$ cat src/rtl/mprj_logic1_seq.sv
// rtl/mprj_logic1_seq.sv - staggered, debounced per-domain logic1 release; MPRJ_PWR_SEQ_BROWNOUT_EN adds brownout drop and sticky faults
module mprj_logic1_seq #(
    parameter int NUM_DOMAINS     = 2,
    parameter int DEBOUNCE_CYCLES = 16,
    parameter int STAGGER_CYCLES  = 4
) (
    input  logic                   wb_clk_i,
    input  logic                   wb_rst_i,
    input  logic [NUM_DOMAINS-1:0] pwr_good_i,
    input  logic [NUM_DOMAINS-1:0] enable_i,
    input  logic                   fault_clr_i,
    output logic [NUM_DOMAINS-1:0] mprj_vdd_logic1,
    output logic                   seq_done_o,
    output logic [NUM_DOMAINS-1:0] fault_o
);
    localparam int CW = $clog2(DEBOUNCE_CYCLES) + 1;
    localparam int GW = $clog2(STAGGER_CYCLES) + 1;
    localparam int IW = $clog2(NUM_DOMAINS + 1);
    localparam int PW = 1 << IW;
    localparam logic [CW-1:0] CNT_LAST = CW'(DEBOUNCE_CYCLES - 1);
    localparam logic [GW-1:0] GAP_LAST = GW'(STAGGER_CYCLES - 1);
    localparam logic [IW-1:0] IDX_LAST = IW'(NUM_DOMAINS - 1);
    localparam logic [IW-1:0] IDX_END  = IW'(NUM_DOMAINS);

    typedef enum logic [2:0] {
        S_IDLE,
        S_CHECK,
        S_DEBOUNCE,
        S_GAP,
        S_DONE
    } state_t;

    state_t                 state;
    logic [CW-1:0]          cnt;
    logic [GW-1:0]          gap;
    logic [IW-1:0]          idx;
    logic [NUM_DOMAINS-1:0] sync_q;
    logic [NUM_DOMAINS-1:0] good_s;
    logic [NUM_DOMAINS-1:0] en_q;
    logic [NUM_DOMAINS-1:0] en_rise;
    logic [PW-1:0]          en_pad;
    logic [PW-1:0]          good_pad;
    logic [PW-1:0]          on_pad;
    logic [PW-1:0]          sel_pad;
    logic                   rel_hit;
    logic [NUM_DOMAINS-1:0] rel_v;
    logic [NUM_DOMAINS-1:0] brown_v;
    logic [NUM_DOMAINS-1:0] logic1_next;

    // Padded copies let idx safely address the one-past-the-end value.
    assign en_pad   = PW'(enable_i);
    assign good_pad = PW'(good_s);
    assign on_pad   = PW'(mprj_vdd_logic1);
    assign sel_pad  = PW'(1) << idx;

    assign rel_hit = (state == S_DEBOUNCE) && en_pad[idx] && good_pad[idx] && (cnt == CNT_LAST);
    assign rel_v   = rel_hit ? sel_pad[NUM_DOMAINS-1:0] : '0;

`ifdef MPRJ_PWR_SEQ_BROWNOUT_EN
    assign brown_v = mprj_vdd_logic1 & ~good_s;

    always_ff @(posedge wb_clk_i) begin
        if (wb_rst_i) begin
            fault_o <= '0;
        end else begin
            fault_o <= (fault_o & ~{NUM_DOMAINS{fault_clr_i}}) | brown_v;
        end
    end
`else
    logic unused_fault_clr;
    assign unused_fault_clr = fault_clr_i;
    assign brown_v          = '0;
    assign fault_o          = '0;
`endif

    // Withdrawal and brownout both override a same-cycle release.
    assign logic1_next = (mprj_vdd_logic1 | rel_v) & enable_i & ~brown_v;

    always_ff @(posedge wb_clk_i) begin
        if (wb_rst_i) begin
            sync_q          <= '0;
            good_s          <= '0;
            en_q            <= '0;
            en_rise         <= '0;
            mprj_vdd_logic1 <= '0;
            seq_done_o      <= 1'b0;
            state           <= S_IDLE;
            cnt             <= '0;
            gap             <= '0;
            idx             <= '0;
        end else begin
            sync_q          <= pwr_good_i;
            good_s          <= sync_q;
            en_q            <= enable_i;
            en_rise         <= enable_i & ~en_q;
            mprj_vdd_logic1 <= logic1_next;
            case (state)
                S_IDLE: begin
                    idx   <= '0;
                    state <= S_CHECK;
                end
                S_CHECK: begin
                    if (idx == IDX_END) begin
                        state      <= S_DONE;
                        seq_done_o <= 1'b1;
                    end else if (!en_pad[idx] || on_pad[idx]) begin
                        idx <= idx + 1'b1;
                    end else begin
                        cnt   <= '0;
                        state <= S_DEBOUNCE;
                    end
                end
                S_DEBOUNCE: begin
                    if (!en_pad[idx]) begin
                        idx   <= idx + 1'b1;
                        state <= S_CHECK;
                    end else if (!good_pad[idx]) begin
                        cnt <= '0;
                    end else if (cnt == CNT_LAST) begin
                        gap   <= '0;
                        state <= S_GAP;
                    end else begin
                        cnt <= cnt + 1'b1;
                    end
                end
                S_GAP: begin
                    gap <= gap + 1'b1;
                    // No inrush to stagger after the highest domain.
                    if (gap == GAP_LAST || idx == IDX_LAST) begin
                        idx   <= idx + 1'b1;
                        state <= S_CHECK;
                    end
                end
                S_DONE: begin
                    if ((|en_rise) || (|brown_v)) begin
                        idx        <= '0;
                        state      <= S_CHECK;
                        seq_done_o <= 1'b0;
                    end
                end
                default: state <= S_IDLE;
            endcase
        end
    end
endmodule

$ cat config.mk
export PLATFORM = sky130hd
export DESIGN_NAME = mprj_logic1_seq
export DESIGN_NICKNAME = d
export VERILOG_FILES = /design/src/rtl/mprj_logic1_seq.sv
export SDC_FILE = /design/constraint.sdc
export NUM_CORES = 1
export LEC_CHECK = 0
export BUFFER_PORTS_ARGS = -buffer_cell sky130_fd_sc_hd__buf_2
export CORE_ASPECT_RATIO = 0.7
export CORE_MARGIN = 8
export CORE_UTILIZATION = 54
export CTS_BUF_LIST = sky130_fd_sc_hd__clkbuf_4
export DETAILED_ROUTE_END_ITERATION = 8
export GPL_TIMING_DRIVEN = 1
export HOLD_SLACK_MARGIN = 0.03
export PLACE_DENSITY = 0.87
export SLEW_MARGIN = 0
export SYNTH_ARGS = -nofsm -noshare
export SYNTH_HDL_FRONTEND = slang
export SYNTH_SLANG_ARGS = --single-unit
$ cat constraint.sdc
create_clock -name wb_clk_i -period 2.2 [get_ports wb_clk_i]
set_input_delay 0.22 -clock wb_clk_i [delete_from_list [all_inputs] [get_ports wb_clk_i]]
set_output_delay 0.22 -clock wb_clk_i [all_outputs]
set_load 0.02 [all_outputs]
---- Word-level counts from Yosys, hierarchy flattened ----
Index checks and enable logic that the tools add are counted.
cells by class
  $add $sub $neg .......................... 3
  $lt $le $gt $ge ......................... 1
  equality and inequality tests ........... 22
  shift-type cells ........................ 1
  multiplexer cells ....................... 34
  bitwise logic cells ..................... 4
  reductions and logical operators ........ 17
operator list
  operator             count
  $mux 3               10
  $mux 5               5
  $pmux 3 s5           1
  $ne 2x2->1 const B   7
  $mux 2               6
  $pmux 2 s5           1
  $pmux 5 s2           1
  $reduce_and 5->1     2
  $eq 3x2->1 const B   3
  $ne 3x3->1 const B   3
  $bmux 1 s2           3
  $ne 2x1->1 const B   3
  $pmux 3 s2           1
  $reduce_and 6->1     1
  $reduce_bool 2->1    3
  $add 5x1->5 const B  1
  $eq 5x4->1 const B   1
  $mux 1               5
  $reduce_bool 5->1    1
  $and 2x2->2          2
  $reduce_and 4->1     1
  $add 3x1->3 const B  1
  $eq 3x1->1 const B   1
  $eq 3x3->1 const B   1
  other kinds (15)     18
word-level totals
  register bits ........................... 24
  input bits .............................. 7
  output and inout port bits .............. 5
  word-level logic and storage cells ...... 92

---- Depth between registers and ports, before layout ----
  depth in word-level cells ............... 8
  mapped depth ............................ 7
  gate-level depth less buffers ........... 7

---- Worst setup path before layout ----
Ideal clock, no wire load.
  path kind ............................... reg-to-reg
  start ................................... register idx[0]
  end ..................................... register cnt[1]
  library setup time ...................... 92 ps
  arrival time ............................ 2037 ps
  data required time ...................... 2108 ps
  path slack .............................. 70 ps
  cell stages (with the launch flop) ...... 8
  path buffers ............................ 1
  clock period less this slack ............ 2130 ps
  path through ............................ dfxtp_1 > clkbuf_1 > inv_1 > ha_1 > nor4b_1 > o21ba_4 > or4_4 > o32ai_1
on the way
  cells in the longest elaborated chain, start to end .. 6
  elaborated cells between the ends (all ways) .. 17
  those cells by class .................... 5 x eq/ne; 9 x mux; 3 x reduce/logical
ends and longest elaborated chain
  item                               RTL line  source
  from (decl)                        36        logic [IW-1:0] idx;
  from (signal assigned)             107       idx <= idx + 1'b1;
  from (signal assigned)             115       idx <= idx + 1'b1;
  from (signal assigned)             130       idx <= idx + 1'b1;
  $bmux 1 s2                         106, 114
  $mux 1 (implied by the code)       106, 114
  $logic_not 1->1                    n/a
  $logic_or 1x1->1                   106       end else if (!en_pad[idx] || on_pad[idx]) begin
  $ne 2x2->1 (no source line)        n/a
  $reduce_and 5->1 (no source line)  n/a
  to (signal assigned)               123       cnt <= cnt + 1'b1;
  to (decl)                          34        logic [CW-1:0] cnt;
Parallel ways exist; a longest one is shown, timed or not. The select of a mux whose other input is x is not followed.
A chain may end at the register's enable or synchronous reset.

---- Worst setup path after layout ----
  start ................................... register idx[0]
  end ..................................... register idx[1]
on the way
  cells in the longest elaborated chain, start to end .. 6
  elaborated cells between the ends (all ways) .. 20
  those cells by class .................... 1 x add/sub; 6 x eq/ne; 9 x mux; 4 x reduce/logical
ends and longest elaborated chain
  item                               RTL line
  $bmux 1 s2                         106, 114
  $mux 1 (implied by the code)       106, 114
  $logic_not 1->1                    n/a
  $logic_or 1x1->1                   106
  $ne 2x2->1 (no source line)        n/a
  $reduce_and 6->1 (no source line)  n/a
Parallel ways exist; a longest one is shown, timed or not. The select of a mux whose other input is x is not followed.

==> metrics.md <==
| Metric | Value |
|---|---|
| F_max | 475.6 MHz |
| Final Setup Violations | 0 |
| Height of the die | 55.77 um |
| Register bit count reported by yosys | 24 |
| Area Growth Syn to Fin | 11.28% |
| X dimension of the die | 72.81 um |
| Arrival time reported for the critical path endpoint | 2.36 ns |
| Number of placement rows | 14 |
| Overall Power | 0.001379 W |
| Worst supply voltage drop on vdd | 454.8 uV |
| Power density over the cells | 1016 mW/mm^2 |
| Total detailed-routing wirelength | 2732 um |
| H-tree depth | 1 |
| Ordered list of cells on the worst path | buf_4, or4b_1, and3_1, o32ai_1, mux2i_1 |
| TritonCTS Buffers | 3 |
| Clk_lat worst skew | 0.32 ns |
| Slack of the worst reg-to-reg path | 0.1 ns |
| Classification of the worst-slack hold path | in2reg |
| First-pass iteration count of the detailed router | 4 |
| All-Layer GR Usage | 0.1405 |
| Congestion Overflow GR | 0 |
| I/O pin cnt | 12 |
| Post-CTS Setup Inserts | 0 |
| Post-placement setup slack | 0.006180 ns |
| Clock net sink count | 24 |
| Synthesized instance count | 136 |
| Mean number of vias per cell | 5.938 |
| Antenna Violating Nets Remaining | 0 |
| Sequential share of the synthesized area | 0.3938 |
| Slew margin rel. | 0.6666 |
| Buffer levels on the longest clock path | 2 |
| Yosys warnings | 0 |
| Cell family with most CP delay | simple AND/OR/NAND/NOR gates |
| Ranking of synthesized cells by area | sky130_fd_sc_hd__dfxtp_1, sky130_fd_sc_hd__ha_1, sky130_fd_sc_hd__nor2_1 |
| Count of distinct cell types in the synthesized netlist | 41 |
| Share of synthesized registers carrying an async set or reset | 0 |
| Top fanout value on the critical path | 5 |
| Library cell contributing the largest single delay on the critical path | sky130_fd_sc_hd__or4b_1 |
| Area leader, netlist | sky130_fd_sc_hd__dfxtp_1 |
| Final hold violations | 0 |
| Post-detailed-route DRC marker count | 0 |
| Most used cells in the layout excluding fill and tap cells | sky130_fd_sc_hd__dfxtp_1, sky130_fd_sc_hd__nor2_1, sky130_fd_sc_hd__inv_1 |
| Post-layout nets | 160 |
| Share of cells above drive strength 1 | 0.1862 |
| Number of antenna violations at the first check in global routing | 0 |
| Total buffers and inverters traversed by the critical path | 1 |
| Count of final max-slew check failures | 0 |
| Placed wire-length estimate | 2037 um |
| Port-buffer cells | 8 |
| Synth Cell Area | 0.001220 mm^2 |
| Period utilisation layout | 0.9557 |
| Number of synthesized flops with an enable pin | 0 |
| Share of the synthesized area in the top cell type | 0.3938 |
| GP Congestion | 0.8977 |
| Max-capacitance violation count | 0 |
| Sum of negative setup slack | 0 ns |
| Critical setup path kind | reg2reg |
| Routed wirelength normalized by instance count | 15.44 um |
| Starting density of the core | 0.5708 |
| Leak pwr | 0.5451 nW |
| Placeable core area | 0.002137 mm^2 |
| Delay of the slowest critical-path stage | 0.54 ns |
| Root buffer selected by CTS | sky130_fd_sc_hd__clkbuf_4 |
| DIE AREA | 0.004060 mm^2 |
| Worst Setup Start Kind | flop |
| Clock-pin transition on the worst setup and hold timing paths | 0.13 ns |
| Primary flip-flop cell chosen by synthesis mapping | sky130_fd_sc_hd__dfxtp_1 |
| Count of antenna diodes in the layout | 0 |
| Outcome | complete, no violations |
| Time the final worst path needs with I/O delays and setup | 2.102 ns |
| Worst Setup End Kind | flop |
| Worst-margin pin slew | 0.4986 ns |
| Avg Synthesized Cell Area | 8.970 um^2 |
| Largest net degree at the start of global routing | 20 |
| Via count | 1051 |
| Worst setup skew after layout | 0.001007 ns |
| TritonCTS clock tree | yes |
| CP Data Required Time | 2.46 ns |
| Wire length of the first global-routing pass | 4588 um |
| Crit path setup slack, layout | 0.09754 ns |
| Most common library cell in the layout ignoring fill and taps | sky130_fd_sc_hd__dfxtp_1 |
| Iteration-0 DRC Markers | 95 |
| Via count of the first global-routing pass | 1018 |
| Utilization of the core after routing | 0.6352 |
## metal layers
metal,share of wire,up-vias,global-route usage
met1,0.43,500,0.1798
li1,-,495,-
met4,0.024,0,0.04545
met2,0.47,44,0.2137
met5,0,-,0
met3,0.074,12,0.04676
## flip-flops by register name (all words and copies together) (netlist names)
register and cells:
en_rise 2, en_q 2, good_s 2, idx 2
cnt 5, seq_done_o 1, state 3, gap 3
mprj_vdd_logic1 2, sync_q 2
## layout make-up
cell class / count / area, um^2
timing repair buffer: 11 / 62.56
sequential: 24 / 481.7
fill: 177 / 779.5
tap: 32 / 40.04
clock buffer: 3 / 22.52
clock inverter: 1 / 30.03
multi-input combinational: 96 / 683.2
inverter: 10 / 37.54
## per-stage QoR
stage | std cells | cell area (um^2) | hold slack (ns)
final | 177 | 1358 | 0.09570
after global routing | 177 | 1358 | 0.1030
after CTS | 177 | 1343 | 0.09506
after detailed placement | 173 | 1284 | 0.3934
after global placement | 173 | 1284 | 0.3714
after floorplan | 137 | 1224 | 0.3482
## power breakdown
group | switching [W] | total, W | leakage (nW) | internal (W)
combinational | 0.000290 | 0.000531 | 0.321 | 0.000241
sequential | 0.0000464 | 0.000526 | 0.196 | 0.000479
clock | 0.000138 | 0.000322 | 0.0279 | 0.000184
## repair_timing
action,in CTS,in global routing
resized for setup,1,3
setup endpoints to repair,2,4
gates cloned,0,0
hold buffers,0,0
## kinds of logic (layout without fill, tap and decap cells)
logic type | count (synthesis) | in the layout | share of synthesized area
compound gates | 26 | 26 | 0.1528
simple gates | 54 | 54 | 0.2513
other cells | 1 | 2 | 0.003074
fa+ha+maj | 7 | 7 | 0.07179
buf+inv | 17 | 25 | 0.06563
mux | 7 | 7 | 0.06154
flops | 24 | 24 | 0.3938
## cells in the mapped netlist, types with 2 or more instances
library cell and n:
sky130_fd_sc_hd__a211oi_1 4, sky130_fd_sc_hd__a21oi_1 3, sky130_fd_sc_hd__a31oi_1 5, sky130_fd_sc_hd__and3_1 3
sky130_fd_sc_hd__buf_4 2, sky130_fd_sc_hd__clkbuf_1 2, sky130_fd_sc_hd__dfxtp_1 24, sky130_fd_sc_hd__ha_1 7
sky130_fd_sc_hd__inv_1 9, sky130_fd_sc_hd__mux2_2 4, sky130_fd_sc_hd__mux2i_1 3, sky130_fd_sc_hd__nand2_1 8
sky130_fd_sc_hd__nand2b_1 4, sky130_fd_sc_hd__nand3_1 4, sky130_fd_sc_hd__nor2_1 15, sky130_fd_sc_hd__nor2b_1 6
sky130_fd_sc_hd__o21ai_0 4, sky130_fd_sc_hd__o22ai_1 2, sky130_fd_sc_hd__o32ai_1 4, sky130_fd_sc_hd__or2_2 2
## path summary, 6_finish.rpt
kind | from | endpoint | cells after the start
min | pwr_good_i[1] | sync_q[1]$_SDFF_PP0_ | 2
max | idx[0]$_SDFFE_PP0P_ | idx[1]$_SDFFE_PP0P_ | 5
min reg2reg | en_q[0]$_SDFF_PP0_ | en_rise[0]$_SDFF_PP0_ | 1
max reg2reg | idx[0]$_SDFFE_PP0P_ | idx[1]$_SDFFE_PP0P_ | 5
Note: power is estimated with default switching activity, not from simulation.
